## config.mk

```make
export PLATFORM = sky130hd
export DESIGN_NAME = sr_drive_ctrl
export DESIGN_NICKNAME = d
export VERILOG_FILES = /design/src/rtl/sr_drive_pkg.sv /design/src/rtl/sr_cycle_timer.sv /design/src/rtl/sr_drive_ctrl.sv
export SDC_FILE = /design/constraint.sdc
export NUM_CORES = 1
export LEC_CHECK = 0
export CAP_MARGIN = 20
export CORE_AREA = 5 5 60 88
export CTS_CLUSTER_SIZE = 30
export DETAILED_ROUTE_END_ITERATION = 7
export DIE_AREA = 0 0 65 93
export GPL_TIMING_DRIVEN = 0
export HOLD_SLACK_MARGIN = 0.03
export PLACE_DENSITY = 0.69
export RECOVER_POWER = 50
export SYNTH_ARGS = -nofsm -noshare
export SYNTH_HDL_FRONTEND = slang
export SYNTH_HIERARCHICAL = 1
export SYNTH_SLANG_ARGS = --single-unit
```

## constraint.sdc

```tcl
create_clock -name CLK -period 2.35 [get_ports CLK]
set_input_delay 0.235 -clock CLK [delete_from_list [all_inputs] [get_ports CLK]]
set_output_delay 0.235 -clock CLK [all_outputs]
set_load 0.1 [all_outputs]
```

## src/rtl/sr_drive_pkg.sv

```systemverilog
// Shared types and constants for the SR flip-flop drive sequencer.
package sr_drive_pkg;

  typedef enum logic [1:0] {
    IDLE  = 2'd0,
    DRIVE = 2'd1,
    GAP   = 2'd2,
    CHECK = 2'd3
  } state_e;

  localparam logic OP_CLR = 1'b0;
  localparam logic OP_SET = 1'b1;

endpackage

```

## src/rtl/sr_cycle_timer.sv

```systemverilog
// Loadable down-counter used to time the hold and gap phases.
module sr_cycle_timer #(
  parameter int CNT_W = 8
) (
  input  logic             clk,
  input  logic             rst_n,
  input  logic             load_i,
  input  logic [CNT_W-1:0] load_val_i,
  input  logic             dec_i,
  output logic [CNT_W-1:0] value_o,
  output logic             expired_o
);

  logic [CNT_W-1:0] value_q;

  always_ff @(posedge clk or negedge rst_n) begin
    if (!rst_n) begin
      value_q <= '0;
    end else if (load_i) begin
      value_q <= load_val_i;
    end else if (dec_i && (value_q != '0)) begin
      value_q <= value_q - 1'b1;
    end
  end

  // A phase ends during the cycle in which its last count is held.
  assign expired_o = (value_q <= CNT_W'(1));
  assign value_o   = value_q;

endmodule

```

## src/rtl/sr_drive_ctrl.sv

```systemverilog
// Command sequencer driving SR flip-flop S/R inputs with hold, quiet gap and Q check.
module sr_drive_ctrl
  import sr_drive_pkg::*;
#(
  parameter int HOLD_CYCLES = 1,
  parameter int GAP_CYCLES  = 2,
  parameter int CNT_W       = 8,
  parameter int OPS_W       = 16
) (
  input  logic             CLK,
  input  logic             RST_N,
  input  logic             req_valid,
  input  logic             req_op,
  output logic             req_ready,
  output logic             S,
  output logic             R,
  input  logic             q_fb,
  output logic             done,
  output logic             err,
  input  logic             err_clr,
  output logic [OPS_W-1:0] ops_cnt
);

  if (CNT_W < 1 || OPS_W < 1 || HOLD_CYCLES < 1 || GAP_CYCLES < 1 ||
      HOLD_CYCLES > (2 ** CNT_W) - 1 || GAP_CYCLES > (2 ** CNT_W) - 1) begin : g_bad_param
    $error("sr_drive_ctrl: illegal parameter value");
  end

  state_e           state_q, state_d;
  logic             op_q, op_d;
  logic             s_q, s_d;
  logic             r_q, r_d;
  logic             done_q, done_d;
  logic             err_q, err_d;
  logic [OPS_W-1:0] ops_q, ops_d;

  logic             timer_load;
  logic [CNT_W-1:0] timer_val;
  logic             timer_dec;
  logic [CNT_W-1:0] timer_value;
  logic             timer_expired;

  sr_cycle_timer #(
    .CNT_W(CNT_W)
  ) u_timer (
    .clk       (CLK),
    .rst_n     (RST_N),
    .load_i    (timer_load),
    .load_val_i(timer_val),
    .dec_i     (timer_dec),
    .value_o   (timer_value),
    .expired_o (timer_expired)
  );

  always_ff @(posedge CLK or negedge RST_N) begin
    if (!RST_N) begin
      state_q <= IDLE;
      op_q    <= OP_CLR;
      s_q     <= 1'b0;
      r_q     <= 1'b0;
      done_q  <= 1'b0;
      err_q   <= 1'b0;
      ops_q   <= '0;
    end else begin
      state_q <= state_d;
      op_q    <= op_d;
      s_q     <= s_d;
      r_q     <= r_d;
      done_q  <= done_d;
      err_q   <= err_d;
      ops_q   <= ops_d;
    end
  end

  // S and R are both derived from a single op bit, so they can never be high together.
  always_comb begin
    state_d    = state_q;
    op_d       = op_q;
    s_d        = 1'b0;
    r_d        = 1'b0;
    done_d     = 1'b0;
    err_d      = err_q;
    ops_d      = ops_q;
    timer_load = 1'b0;
    timer_val  = CNT_W'(HOLD_CYCLES);
    timer_dec  = 1'b0;

    if (err_clr) begin
      err_d = 1'b0;
    end

    case (state_q)
      IDLE: begin
        if (req_valid) begin
          op_d       = req_op;
          state_d    = DRIVE;
          timer_load = 1'b1;
          s_d        = (req_op == OP_SET);
          r_d        = (req_op == OP_CLR);
        end
      end
      DRIVE: begin
        if (timer_expired) begin
          state_d    = GAP;
          timer_load = 1'b1;
          timer_val  = CNT_W'(GAP_CYCLES);
        end else begin
          timer_dec = (timer_value != '0);
          s_d       = (op_q == OP_SET);
          r_d       = (op_q == OP_CLR);
        end
      end
      GAP: begin
        if (timer_expired) begin
          state_d = CHECK;
          done_d  = 1'b1;
        end else begin
          timer_dec = (timer_value != '0);
        end
      end
      CHECK: begin
        state_d = IDLE;
        ops_d   = ops_q + 1'b1;
        // Unknown feedback is treated as a failure, and a failure beats a clear.
        if (q_fb !== op_q) begin
          err_d = 1'b1;
        end
      end
      default: state_d = IDLE;
    endcase
  end

  assign req_ready = (state_q == IDLE);
  assign S         = s_q;
  assign R         = r_q;
  assign done      = done_q;
  assign err       = err_q;
  assign ops_cnt   = ops_q;

endmodule
```

==> results of run 1 <==
per-stage QoR:
step           utilization [%]  setup slack [ns]
2_1_floorplan                -           -0.0210
5_1_grt                   52.2            -0.117
4_1_cts                   49.7            0.0186
3_5_place_dp              44.9            -0.275
6_report                  52.2           -0.0310
3_3_place_gp              45.0            -0.273
state kept, by name, indices dropped and copies added, names as in the netlist:
signal / flops
state_q: 2
R: 1
op_q: 1
ops_cnt: 16
S: 1
err: 1
done: 1
u_timer/value_o: 8
layer usage:
metal  up-vias  share of wire [%]  wire length (um)
met5         -                  0                 0
met4         0                1.4                52
met3         5                4.0               149
met2        27                 55              2040
met1       669                 40              1500
li1        682                  -                 -
placed cells by master, fill, tap and decap left out, drive strengths merged, types with 2 or more instances in the layout:
master	netlist	layout
nor3	3	3
xor2	7	7
nand2b	5	5
o211ai	2	2
o31ai	2	2
and4	3	3
o21ai	5	5
conb	1	6
clkdlybuf4s50	0	24
a31oi	4	4
dfrtp	31	31
a2bb2oi	3	3
clkbuf	3	9
nand2	12	12
nor4	4	4
or4	4	4
xnor2	9	9
nand3	5	5
mux2	2	2
nand4	2	2
o311ai	3	3
inv	12	12
ha	9	9
a21oi	4	4
and2	3	3
and3	2	2
nor2	12	12
buf	1	18
kinds of logic (layout without fill, tap and decap cells):
kind of cell / count (synthesis) / after routing
simple gates: 60 / 60
flops: 31 / 31
compound gates: 28 / 28
xor+xnor: 16 / 16
buf+inv: 16 / 67
fa+ha+maj: 9 / 9
mux: 2 / 2
other cells: 1 / 6
power breakdown:
group / total (mW) / switching (mW) / leakage (nW) / internal, mW
Sequential: 0.876 / 0.170 / 0.395 / 0.706
Combinational: 1.90 / 1.18 / 0.583 / 0.719
Clock: 0.546 / 0.203 / 0.0612 / 0.343
worst min path at each step:
stage	start	endpoint	slack (ns)	depth (start not counted)
finish	ops_cnt[15]$_DFFE_PN0N_	ops_cnt[15]$_DFFE_PN0N_	0.47	1
detailed placement	RST_N	err$_DFF_PN0_	0.32	1
CTS	ops_cnt[15]$_DFFE_PN0N_	ops_cnt[15]$_DFFE_PN0N_	0.47	1
global placement	ops_cnt[15]$_DFFE_PN0N_	ops_cnt[15]$_DFFE_PN0N_	0.46	1
floorplan	RST_N	R$_DFF_PN0_	-0.06	0
global route	ops_cnt[15]$_DFFE_PN0N_	ops_cnt[15]$_DFFE_PN0N_	0.48	1
worst max-delay path, stage by stage, from the launching register on:
cell and delay, ns:
dfrtp_2 0.41, or4_4 0.55, buf_8 0.15, nor4_4 0.26, nand2b_4 0.20, a21oi_4 0.04, and3b_2 0.25, and4_1 0.19
a211o_1 0.22
final cells by class:
type / count / area [um^2] / area share (%)
multi-input cells: 121 / 911 / 39.1
flip-flops and latches: 31 / 779 / 33.4
repair buffers: 43 / 383 / 16.4
clock buffers: 6 / 82.6 / 3.54
well taps: 48 / 60.1 / 2.58
inverters: 12 / 45.0 / 1.93
clock inverters: 2 / 35.0 / 1.50
plain buffers: 4 / 35.0 / 1.50
timing repair:
action / in CTS / in global routing
endpoints found under the hold margin: 31 / 0
pin swaps: 1 / 5
resized for setup: 10 / 17
hold buffers: 1 / 0
endpoints found under the setup margin: 9 / 8
setup buffers: 7 / 9
==> results_dict.tcl, run 1 <==
set metrics [dict create \
    status "finished, violations left" \
    violations "max-capacitance violations, max-slew violations, negative setup slack" \
    worst_ep_required_time_ns 2.52 \
    slew_viol_final 32 \
    fin_tns_setup_ns -0.0392 \
    netlist_top_cells_area "dfrtp_1 (47%), ha_1 (6.8%), xnor2_1 (4.8%)" \
    synth_edf_count 0 \
    fillers 393 \
    overflow 0 \
    place_area_um2 2000 \
    drive_above_1_share_pct 21.9 \
    fin_cells 267 \
    maxSlewHeadroom_pct -8.58 \
    grt_setup_unrepaired "yes" \
    avgSynthCellArea_um2 10.1 \
    finalNetCount 233 \
    reg2reg_to "u_timer/value_o[6]$_DFFE_PN0P_" \
    grt_max_degree 32 \
    drtPass1Iterations 4 \
    whs_ns 0.469 \
    coreArea_um2 4470 \
    fp.dieH_um 93 \
    clk_pin_slew_ns 0.07 \
    synth.most_common_cell "dfrtp_1" \
    dp.cells 242 \
    tightest_slew_ns 1.63 \
    final.setup.worst_slack_ns -0.0310 \
    wl_um 3730 \
    critPathMaxFanout 6 \
    peakVddDrop_uv 412 \
    setup-violations-final 2 \
    path_class "flop to flop" \
    finClkSkew_ns 0.00616 \
    end_kind "flop" \
    clockBufferDepth 2 \
    stdcell_area_um2 2330 \
    synthMuxAreaShare_pct 1.36 \
    leakagePower_nw 1.04 \
    cts_max_level 2 \
    io_buffers 26 \
    synth_fa_ha_area_share_pct 6.82 \
    power_mw 3.32 \
    r2r_slack_ns -0.03 \
    yosys_register_bits 31 \
    pwr_density_cell_nw_per_um2 1420 \
    num_vias 1383 \
    fmax_mhz 420 \
    synth_xor_area_share_pct 8.49 \
    synth-compound-area-share_pct 11.8 \
    worst-r2r-cell-count 8 \
    rows 30 \
    synth_top_area_cell "dfrtp_1" \
    antenna_cells 0 \
    cts_buffers 5 \
    period_needed_ns 2.38 \
    grt_pass1_vias 1292 \
    top_usage_layer "met2" \
    grt.total_usage_pct 12.3 \
    worstSkewPairLatency_ns 0.28 \
    die_w_um 65 \
    hold_path_class "flop to flop" \
    pin_count 27 \
    cts.sinks 31 \
    max_cap_violations 1 \
    cts-root-buf "clkbuf_8" \
    gr-usage-met2_pct 22.7 \
    cp-startpoint "u_timer/value_o[3]$_DFFE_PN0P_" \
    synth_warnings 6 \
    cp-start-kind "flop" \
    post_drt_wl_per_cell_um 14.0 \
    synth_top_family_by_area "simple AND/OR/NAND/NOR gates" \
    tritoncts "yes" \
    grt_use_met1_pct 13.0 \
    synthArstFlopShare_pct 100 \
    timing.rr.start "u_timer/value_o[3]$_DFFE_PN0P_" \
    gp_congestion 0.805 \
    synthFlopType "dfrtp_1" \
    yosysTopAreaCellShare_pct 47.0 \
    syn_area_um2 1650 \
    synthTopCellsByCount "dfrtp_1 (31), inv_1 (12), nand2_1 (12)" \
    dieArea_um2 6050 \
    antenna_found_initial 0 \
    period_share_pct 101 \
    detail_route.iter0.violations 41 \
    met3_usage_pct 2.76 \
    hpwl_um 2500 \
    drc_errors 0 \
    finalHoldViolCount 0 \
    synth_cell_types 41 \
    yosysSeqAreaShare_pct 47.0 \
    cp.arrival_ns 2.55 \
    crit_end "u_timer/value_o[6]$_DFFE_PN0P_" \
    area_delta_synth_final_pct 41.2 \
    start_util_pct 36.9 \
    grt_pass1_wl_um 5770 \
    postSynthCellCount 163 \
    viasPerCell 5.18 \
    ant_nets 0 \
    synth_simple_gate_area_share_pct 20.6 \
]
Power figures use the tool's default switching activity.
==> run 2: changes to the inputs <==
CTS_CLUSTER_SIZE = not set   (was 30)
==> results of run 2 <==
No change in the layout: final DEF, timing and power equal those of run 1.
